### src/rtl/audio_pkg.sv
// Shared types and helpers for the audio decimator.
package audio_pkg;

  typedef enum logic {
    ACCUM = 1'b0,
    HOLD  = 1'b1
  } state_t;

  // Sum of 2^max_shift samples needs max_shift extra bits of headroom.
  function automatic int acc_width(input int data_width, input int max_shift);
    return data_width + max_shift;
  endfunction

endpackage

### src/rtl/audio_decimator_if.sv
// Input and output frame streams of the audio decimator, each with valid/ready.
interface audio_decimator_if #(
  parameter int DATA_WIDTH = 16,
  parameter int NUM_CH     = 2
);
  logic [DATA_WIDTH*NUM_CH-1:0] audio_in;
  logic                         valid_in;
  logic                         ready_in;
  logic [DATA_WIDTH*NUM_CH-1:0] audio_out;
  logic                         valid_out;
  logic                         ready_out;

  modport master (
    output audio_in, valid_in, ready_out,
    input  ready_in, audio_out, valid_out
  );

  modport slave (
    input  audio_in, valid_in, ready_out,
    output ready_in, audio_out, valid_out
  );
endinterface

### src/rtl/audio_decim_ch.sv
// One channel of the decimator datapath: keeps the last sample of a group, or
// with AUDIO_DECIM_AVG_EN defined, sums the group and outputs sum >>> shift.
module audio_decim_ch
  import audio_pkg::*;
#(
  parameter int DATA_WIDTH = 16
`ifdef AUDIO_DECIM_AVG_EN
  , parameter int MAX_SHIFT = 4
`endif
) (
  input  logic                         clk,
  input  logic                         reset_n,
  input  logic signed [DATA_WIDTH-1:0] sample,
  input  logic                         accept,
  input  logic                         last,
  output logic        [DATA_WIDTH-1:0] out_sample
`ifdef AUDIO_DECIM_AVG_EN
  , input logic                            first,
  input  logic [$clog2(MAX_SHIFT+1)-1:0]   shift
`endif
);
  logic [DATA_WIDTH-1:0] out_reg;

`ifdef AUDIO_DECIM_AVG_EN
  localparam int ACC_W = acc_width(DATA_WIDTH, MAX_SHIFT);

  logic signed [ACC_W-1:0] acc_reg;
  logic signed [ACC_W-1:0] sum;
  logic [DATA_WIDTH-1:0]   avg;

  // Frame 0 loads rather than adds, so no separate clear cycle is needed.
  always_comb begin
    sum = first ? ACC_W'(sample) : acc_reg + ACC_W'(sample);
    avg = DATA_WIDTH'(sum >>> shift);
  end

  always_ff @(posedge clk) begin
    if (!reset_n) begin
      acc_reg <= '0;
      out_reg <= '0;
    end else if (accept) begin
      acc_reg <= sum;
      if (last) out_reg <= avg;
    end
  end
`else
  always_ff @(posedge clk) begin
    if (!reset_n) out_reg <= '0;
    else if (accept && last) out_reg <= sample;
  end
`endif

  assign out_sample = out_reg;
endmodule

### src/rtl/audio_decimator.sv
// Multi-channel audio decimator: one output frame per 2^decim_shift input frames.
// Define AUDIO_DECIM_AVG_EN to average each group instead of keeping its last frame.
module audio_decimator
  import audio_pkg::*;
#(
  parameter int DATA_WIDTH = 16,
  parameter int NUM_CH     = 2,
  parameter int MAX_SHIFT  = 4
) (
  input  logic                           clk,
  input  logic                           reset_n,
  input  logic [$clog2(MAX_SHIFT+1)-1:0] decim_shift,
  audio_decimator_if.slave               bus
);
  localparam int SHIFT_W = $clog2(MAX_SHIFT + 1);
  localparam int CNT_W   = (MAX_SHIFT > 0) ? MAX_SHIFT : 1;

  state_t                       state_reg, state_next;
  logic [CNT_W-1:0]             count_reg;
  logic [SHIFT_W-1:0]           shift_reg, shift_sat, group_shift;
  logic                         ready, valid, accept, out_fire, first, last;
  logic [DATA_WIDTH*NUM_CH-1:0] frame_out;

  // The ratio is latched on frame 0 so a mid-group change waits for the next group.
  always_comb begin
    shift_sat   = (decim_shift > SHIFT_W'(MAX_SHIFT)) ? SHIFT_W'(MAX_SHIFT) : decim_shift;
    first       = (count_reg == '0);
    group_shift = first ? shift_sat : shift_reg;
    last        = (count_reg == CNT_W'((32'd1 << group_shift) - 32'd1));
  end

  always_comb begin
    state_next = state_reg;
    valid      = (state_reg == HOLD);
    ready      = (state_reg == ACCUM) || bus.ready_out;
    accept     = bus.valid_in && ready;
    out_fire   = valid && bus.ready_out;
    case (state_reg)
      ACCUM:   if (accept && last) state_next = HOLD;
      HOLD:    if (out_fire && !(accept && last)) state_next = ACCUM;
      default: state_next = ACCUM;
    endcase
  end

  always_ff @(posedge clk) begin
    if (!reset_n) begin
      state_reg <= ACCUM;
      count_reg <= '0;
      shift_reg <= '0;
    end else begin
      state_reg <= state_next;
      if (accept) begin
        count_reg <= last ? '0 : count_reg + 1'b1;
        if (first) shift_reg <= shift_sat;
      end
    end
  end

  assign bus.ready_in  = ready;
  assign bus.valid_out = valid;
  assign bus.audio_out = frame_out;

  genvar gi;
  generate
    for (gi = 0; gi < NUM_CH; gi++) begin : g_ch
      audio_decim_ch #(
        .DATA_WIDTH (DATA_WIDTH)
`ifdef AUDIO_DECIM_AVG_EN
        , .MAX_SHIFT (MAX_SHIFT)
`endif
      ) u_ch (
        .clk        (clk),
        .reset_n    (reset_n),
        .sample     (bus.audio_in[gi*DATA_WIDTH +: DATA_WIDTH]),
        .accept     (accept),
        .last       (last),
        .out_sample (frame_out[gi*DATA_WIDTH +: DATA_WIDTH])
`ifdef AUDIO_DECIM_AVG_EN
        , .first    (first),
        .shift      (group_shift)
`endif
      );
    end
  endgenerate
endmodule

### src/flat_wrapper.sv
// flat-port wrapper written by rule: the top's interface ports become plain ports
module audio_decimator_flat import audio_pkg::*;
#(
  parameter int DATA_WIDTH = 16,
  parameter int NUM_CH     = 2,
  parameter int MAX_SHIFT  = 4
)
  (clk, reset_n, decim_shift, bus_audio_in, bus_valid_in, bus_ready_out, bus_ready_in, bus_audio_out, bus_valid_out);
  audio_decimator_if #(.DATA_WIDTH(DATA_WIDTH), .NUM_CH(NUM_CH)) bus_i ();
  input  logic clk;
  input  logic reset_n;
  input  logic [$clog2(MAX_SHIFT+1)-1:0] decim_shift;
  input wire logic [$bits(bus_i.audio_in)-1:0] bus_audio_in;
  input wire logic [$bits(bus_i.valid_in)-1:0] bus_valid_in;
  input wire logic [$bits(bus_i.ready_out)-1:0] bus_ready_out;
  output wire logic [$bits(bus_i.ready_in)-1:0] bus_ready_in;
  output wire logic [$bits(bus_i.audio_out)-1:0] bus_audio_out;
  output wire logic [$bits(bus_i.valid_out)-1:0] bus_valid_out;
  assign bus_i.audio_in = bus_audio_in;
  assign bus_i.valid_in = bus_valid_in;
  assign bus_i.ready_out = bus_ready_out;
  assign bus_ready_in = bus_i.ready_in;
  assign bus_audio_out = bus_i.audio_out;
  assign bus_valid_out = bus_i.valid_out;
  audio_decimator #(.DATA_WIDTH(DATA_WIDTH), .NUM_CH(NUM_CH), .MAX_SHIFT(MAX_SHIFT)) u_core (.clk(clk), .reset_n(reset_n), .decim_shift(decim_shift), .bus(bus_i));
endmodule
### config.mk
export PLATFORM = sky130hd
export DESIGN_NAME = audio_decimator_flat
export DESIGN_NICKNAME = d
export VERILOG_FILES = /design/src/rtl/audio_pkg.sv /design/src/rtl/audio_decimator_if.sv /design/src/rtl/audio_decim_ch.sv /design/src/rtl/audio_decimator.sv /design/src/flat_wrapper.sv
export SDC_FILE = /design/constraint.sdc
export NUM_CORES = 1
export LEC_CHECK = 0
export ABC_AREA = 1
export CORE_MARGIN = 2
export CORE_UTILIZATION = 45
export DETAILED_ROUTE_END_ITERATION = 16
export DONT_BUFFER_PORTS = 1
export PLACE_DENSITY = 0.72
export SYNTH_ARGS = -nofsm -noshare
export SYNTH_HDL_FRONTEND = slang
export SYNTH_HIERARCHICAL = 1
export SYNTH_SLANG_ARGS = --single-unit
### constraint.sdc
create_clock -name clk -period 3.22 [get_ports clk]
set_input_delay 0.161 -clock clk [delete_from_list [all_inputs] [get_ports clk]]
set_output_delay 0.161 -clock clk [all_outputs]
set_load 0.01 [all_outputs]
## Yosys cells after proc, flatten, opt, wreduce, memory -nomap -nowiden

Cells that the tools add are included.

| cells by class | value |
|---|---|
| add/subtract/negate cells | 2 |
| $mul | 0 |
| div/mod/pow operators | 0 |
| order comparisons | 1 |
| equality and inequality tests | 1 |
| shift-type cells | 1 |
| mux-type cells | 6 |
| bitwise gates (word level) | 1 |
| reductions and logical operators | 7 |

Operators with widths:

| cell | number |
|---|---|
| 3-bit two-way mux | 2 |
| 4-bit by 1-bit adder with 4-bit output (second input constant) | 1 |
| 4-bit equality test | 1 |
| 1-bit logical AND | 4 |
| 4-bit zero test | 1 |
| 4-bit two-way mux | 1 |
| 1-bit by 3-bit << shifter with 4-bit output (first input constant) | 1 |
| 4-bit by 1-bit subtractor with 4-bit output (second input constant) | 1 |
| 3-bit > comparator (second input constant) | 1 |
| 1-bit two-way mux | 2 |
| 1-bit one-hot mux with 2 select lines | 1 |
| 1-bit zero test | 1 |
| 1-bit logical OR | 1 |
| 1-bit NOT | 1 |

| storage, ports and cells | value |
|---|---|
| register bits after elaboration | 40 |
| latch bits | 0 |
| bits in writable memories | 0 |
| ROM bits | 0 |
| bits of input ports | 39 |
| output and inout port bits | 34 |
| word-level logic and storage cells | 24 |
| memories kept | 0 |

## Logic depth before layout (Yosys ltp)

| depth | value |
|---|---|
| word-level depth | 11 |
| gate-level depth with buffers | 18 |
| mapped depth without buffers | 17 |

## Cells and area by module

Netlist, hierarchy kept.

Modules (own cells, without submodules):

| module | times used | cells each | area each (um2) |
|---|---|---|---|
| audio_decim_ch | 2 | 102 | 675.6 |
| audio_decimator | 1 | 84 | 573.0 |

## Worst setup path before layout

No wires, ideal clock.

| timing | value |
|---|---|
| path kind | register to register |
| from | reg u_core.count_reg[0] |
| to | reg u_core.g_ch[0].u_ch.out_reg[12] |
| setup time | 0.114 ns |
| data arrival time | 2.236 ns |
| required time | 3.106 ns |
| setup slack | 0.870 ns |
| cell stages (with the launch flop) | 16 |
| path buffers | 1 |
| clock period less this slack | 2.350 ns |
| cell sequence | dfxtp_1 > inv_1 > ha_1 > nand2_4 > nand2_1 > nand2_2 > nand3_2 > ha_1 > xnor2_1 > nor2_2 > nand3_1 > inv_1 > nand2_2 > buf_4 > nor2_1 > nor2_2 |

| between the ends | value |
|---|---|
| longest elaborated chain between the ends | 6 |

Ends and longest elaborated chain:

| item | RTL line | text |
|---|---|---|
| from (decl) | audio_decimator.sv:19 | `logic [CNT_W-1:0] count_reg;` |
| from (signal assigned) | audio_decimator.sv:53 | `count_reg <= last ? '0 : count_reg + 1'b1;` |
| 4-bit zero test | audio_decimator.sv:27 | `first = (count_reg == '0);` |
| 3-bit two-way mux | audio_decimator.sv:28 | `group_shift = first ? shift_sat : shift_reg;` |
| 1-bit by 3-bit << shifter with 4-bit output | audio_decimator.sv:29 | `last = (count_reg == CNT_W'((32'd1 << group_shift) - 32'd1));` |
| 4-bit by 1-bit subtractor with 4-bit output | audio_decimator.sv:29 |  |
| 4-bit equality test * | audio_decimator.sv:29 |  |
| net u_core.last | audio_decimator.sv:21 | `logic ready, valid, accept, out_fire, first, last;` |
| 1-bit logical AND * | audio_decim_ch.sv:49 | `else if (accept && last) out_reg <= sample;` |
| to (signal assigned) | audio_decim_ch.sv:49 |  |
| to (decl) | audio_decim_ch.sv:22 | `logic [DATA_WIDTH-1:0] out_reg;` |

The timed path passes the listed nets; every way through them passes the cells marked *.
A chain may end at the register's enable or synchronous reset.

## Worst setup path in the final report

| timing | value |
|---|---|
| from | reg u_core.count_reg[0] |
| to | reg u_core.g_ch[0].u_ch.out_reg[0] |

Same word-level chain as after synthesis.

==> key figures <==
Placement
  • Post-Place Setup Slack: 475 ps
  • Gpl congestion: 0.806
  • Placed inst area: roughly 0.0019 mm2
  • Post-DP HPWL: between 2000 and 2500 um
  • Port Buf Inserts: 0
  • DP Cell Count: 328

Detailed routing
  • Routed Antenna Nets: 0
  • Total number of vias: 1597
  • DRC: 0
  • Avg WL per Cell: 10.5 um
  • Routed wire length: 3670 um
  • First-pass iteration count of the detailed router: 6
  • Vias/cell: about 4.6
  • Initial DRC Count: 44

Floorplan
  • Boundary Pins: 73
  • # rows: 23
  • Die span in y: 69.4 um
  • DIE WIDTH: 69.4 um
  • Initial Util: 0.474
  • Die ar.: between 0.004 and 0.005 mm2
  • CORE AREA: 0.00406 mm2

Synth
  • Yosys warns: 6
  • EDFF count, synth: 0
  • Syn Inst Count: 288
  • Synth Cell Area: 0.00192 mm2
  • Unique masters post-synth: 24
  • Avg Inst Size Synth: 6.68 um2
  • Top post-synthesis cells by count: 83 x nand2_1, 67 x nor2_1, 44 x inv_1
  • Most frequent cell after synthesis: nand2_1
  • Synthesized flop and latch total: 40
  • Asr flop ratio synth: 0
  • Post-synthesis sequential area ratio: 0.416
  • Synth top area share: 0.416
  • Largest area contributor in the netlist: dfxtp_1
  • Syn nets: 330
  • Top post-synthesis cells by area: dfxtp_1 42%, nand2_1 16%, nor2_1 13%, inv_1 8.6%, buf_6 3.5%
  • Top_reg_cell synth: dfxtp_1

Finish
  • Non-Filler Instances: 348
  • Largest register FFs: 32
  • FILL cells: 411
  • Final instance area: 0.00212 mm2
  • Ant diodes: 0
  • Share of layout cells above drive strength 1: 0.0805
  • Syn-to-layout area delta: 10.3%
  • Fin nets: 339

Clock tree
  • Clk sink count: 40
  • TritonCTS clock tree: built
  • CTS Buf Count: 5
  • Postcts setup bufs: 0
  • Clock transition at path regs: 70 ps
  • Root Buffer: clkbuf_8
  • Clk_lat worst skew: roughly 290 ps
  • H-tree depth: 2
  • Max Root-Sink Buffers: 2
  • Post_cts resized: 0

Timing
  • Clock skew: ~5.3 ps
  • Slew margin rel.: 0.254
  • Final Max Tran Viols: 0
  • Slew @ Worst Pin: ~1100 ps
  • Min Tclk post-route: 2770 ps
  • Final Hold Viols: 0
  • Worst setup margin: around 450 ps
  • Setup violators final: 0
  • Fmax: 362 MHz
  • Setup TNS: 0 ps
  • Final period util: 0.859
  • RSZ-0062 raised after global routing: no
  • Worst hold margin: 9.06 ps

Global routing
  • Largest net degree at the start of global routing: 33
  • Initial antenna violation count: 0
  • Number of global-route vias before repair: 1413
  • Global Route Usage Sum: 0.149
  • Congestion Overflow GR: 0
  • First-pass GRT wire length: 5860 um

Pwr
  • Power density over the cells: ~530 mW/mm2
  • Peak supply drop: 0.000291 V
  • Leak: 1.13 nW

Worst hold path
  • Hold endpoint: u_core/g_ch[0].u_ch/out_sample[13]$_SDFFE_PN0P_
  • Hold path depth: 2
  • Hold Path Class: input port to register
  • Hold_sp: bus_audio_in[13]

Critical path
  • R2R cell count: 15
  • Reg2reg end: u_core/g_ch[0].u_ch/out_sample[0]$_SDFFE_PN0P_
  • Crit path DAT: 2990 ps
  • Crit Path Category: register to register
  • Crit path launch type: register
  • Crit path max fanout: 32
  • Worst Path Required: 3450 ps
  • R2R Setup Slk: 450 ps
  • CP endpoint kind: register
  • Worst r2r src: u_core/count_reg[0]$_SDFFE_PN0P_

Flow run
  • Max-Cap Viols: 0

Outcome
  • Outcome: finished clean
metal layers:
| layer | wire, um | vias to the layer above | global-route usage |
|---|---|---|---|
| li1 | - | 854 | - |
| met1 | 1570 | 678 | 0.169 |
| met2 | 1670 | 61 | 0.248 |
| met3 | 394 | 4 | 0.0610 |
| met4 | 34 | 0 | 0.0588 |
| met5 | 0 | - | 0 |
power by group:
| part | leakage [nW] | switching [W] | internal, W |
|---|---|---|---|
| Sequential | 0.324 | 0.0000283 | 0.000521 |
| Combinational | 0.750 | 0.000114 | 0.0000704 |
| Clock | 0.0552 | 0.000164 | 0.000230 |
| Total | 1.13 | 0.000306 | 0.000821 |
what timing repair did:
action                                  4_1_cts  5_1_grt
hold endpoints to repair                     31        0
hold buffers                                 12        0
endpoints found under the setup margin        0        0
layout by cell type, fill, tap and decap left out, drive strengths merged:
cell type	n
nand4	4
a21oi	5
dfxtp	40
bufinv	1
nand3	8
dlygate4sd3	12
inv	46
ha	3
xor2	4
nand2	91
nor2	71
clkbuf	6
o21ai	4
clkinv	2
xnor2	1
critical path, cell delays in order, from the launching register on:
cell and delay [ps]:
dfxtp_1 420, inv_1 90, ha_1 280, nand2_4 120
nand2_1 70, nand2_2 110, nand4_1 130, ha_1 310
xnor2_1 140, nor2_2 150, nand3_1 110, inv_1 100
nand2_2 310, nand2_1 180, nand2_1 70, nor2_1 110
through the flow:
stage                     utilization  power [W]
final                           0.523    0.00113
after global placement          0.467   0.000719
after floorplan                     -   0.000711
after global routing            0.523    0.00119
after detailed placement        0.467   0.000726
after CTS                       0.523    0.00114
final cells by class:
type / instances / area (um2) / share of cell area
clock buffer: 6 / 72.6 / 0.0342
clock inverter: 2 / 35.0 / 0.0165
inverter: 47 / 176 / 0.0831
multi-input combinational: 191 / 855 / 0.403
sequential: 40 / 801 / 0.377
tap: 50 / 62.6 / 0.0295
timing repair buffer: 12 / 120 / 0.0566
cell families after synthesis:
kind of cell | after synthesis | synth area share
xor+xnor | 5 | 0.0228
fa+ha+maj | 3 | 0.0195
compound gates | 9 | 0.0254
buf+inv | 57 | 0.140
flops | 40 | 0.416
simple gates | 174 | 0.376
worst max-delay path by stage:
stage                                                            to  depth (start not counted)                        startpoint
floorplan           u_core/g_ch[0].u_ch/out_sample[12]$_SDFFE_PN0P_                         15  u_core/count_reg[0]$_SDFFE_PN0P_
global placement    u_core/g_ch[0].u_ch/out_sample[12]$_SDFFE_PN0P_                         14  u_core/count_reg[0]$_SDFFE_PN0P_
detailed placement   u_core/g_ch[1].u_ch/out_sample[1]$_SDFFE_PN0P_                         14  u_core/count_reg[0]$_SDFFE_PN0P_
CTS                 u_core/g_ch[0].u_ch/out_sample[14]$_SDFFE_PN0P_                         15  u_core/count_reg[0]$_SDFFE_PN0P_
global route         u_core/g_ch[1].u_ch/out_sample[3]$_SDFFE_PN0P_                         16  u_core/count_reg[0]$_SDFFE_PN0P_
finish               u_core/g_ch[0].u_ch/out_sample[0]$_SDFFE_PN0P_                         15  u_core/count_reg[0]$_SDFFE_PN0P_
Power figures use the tool's default switching activity.
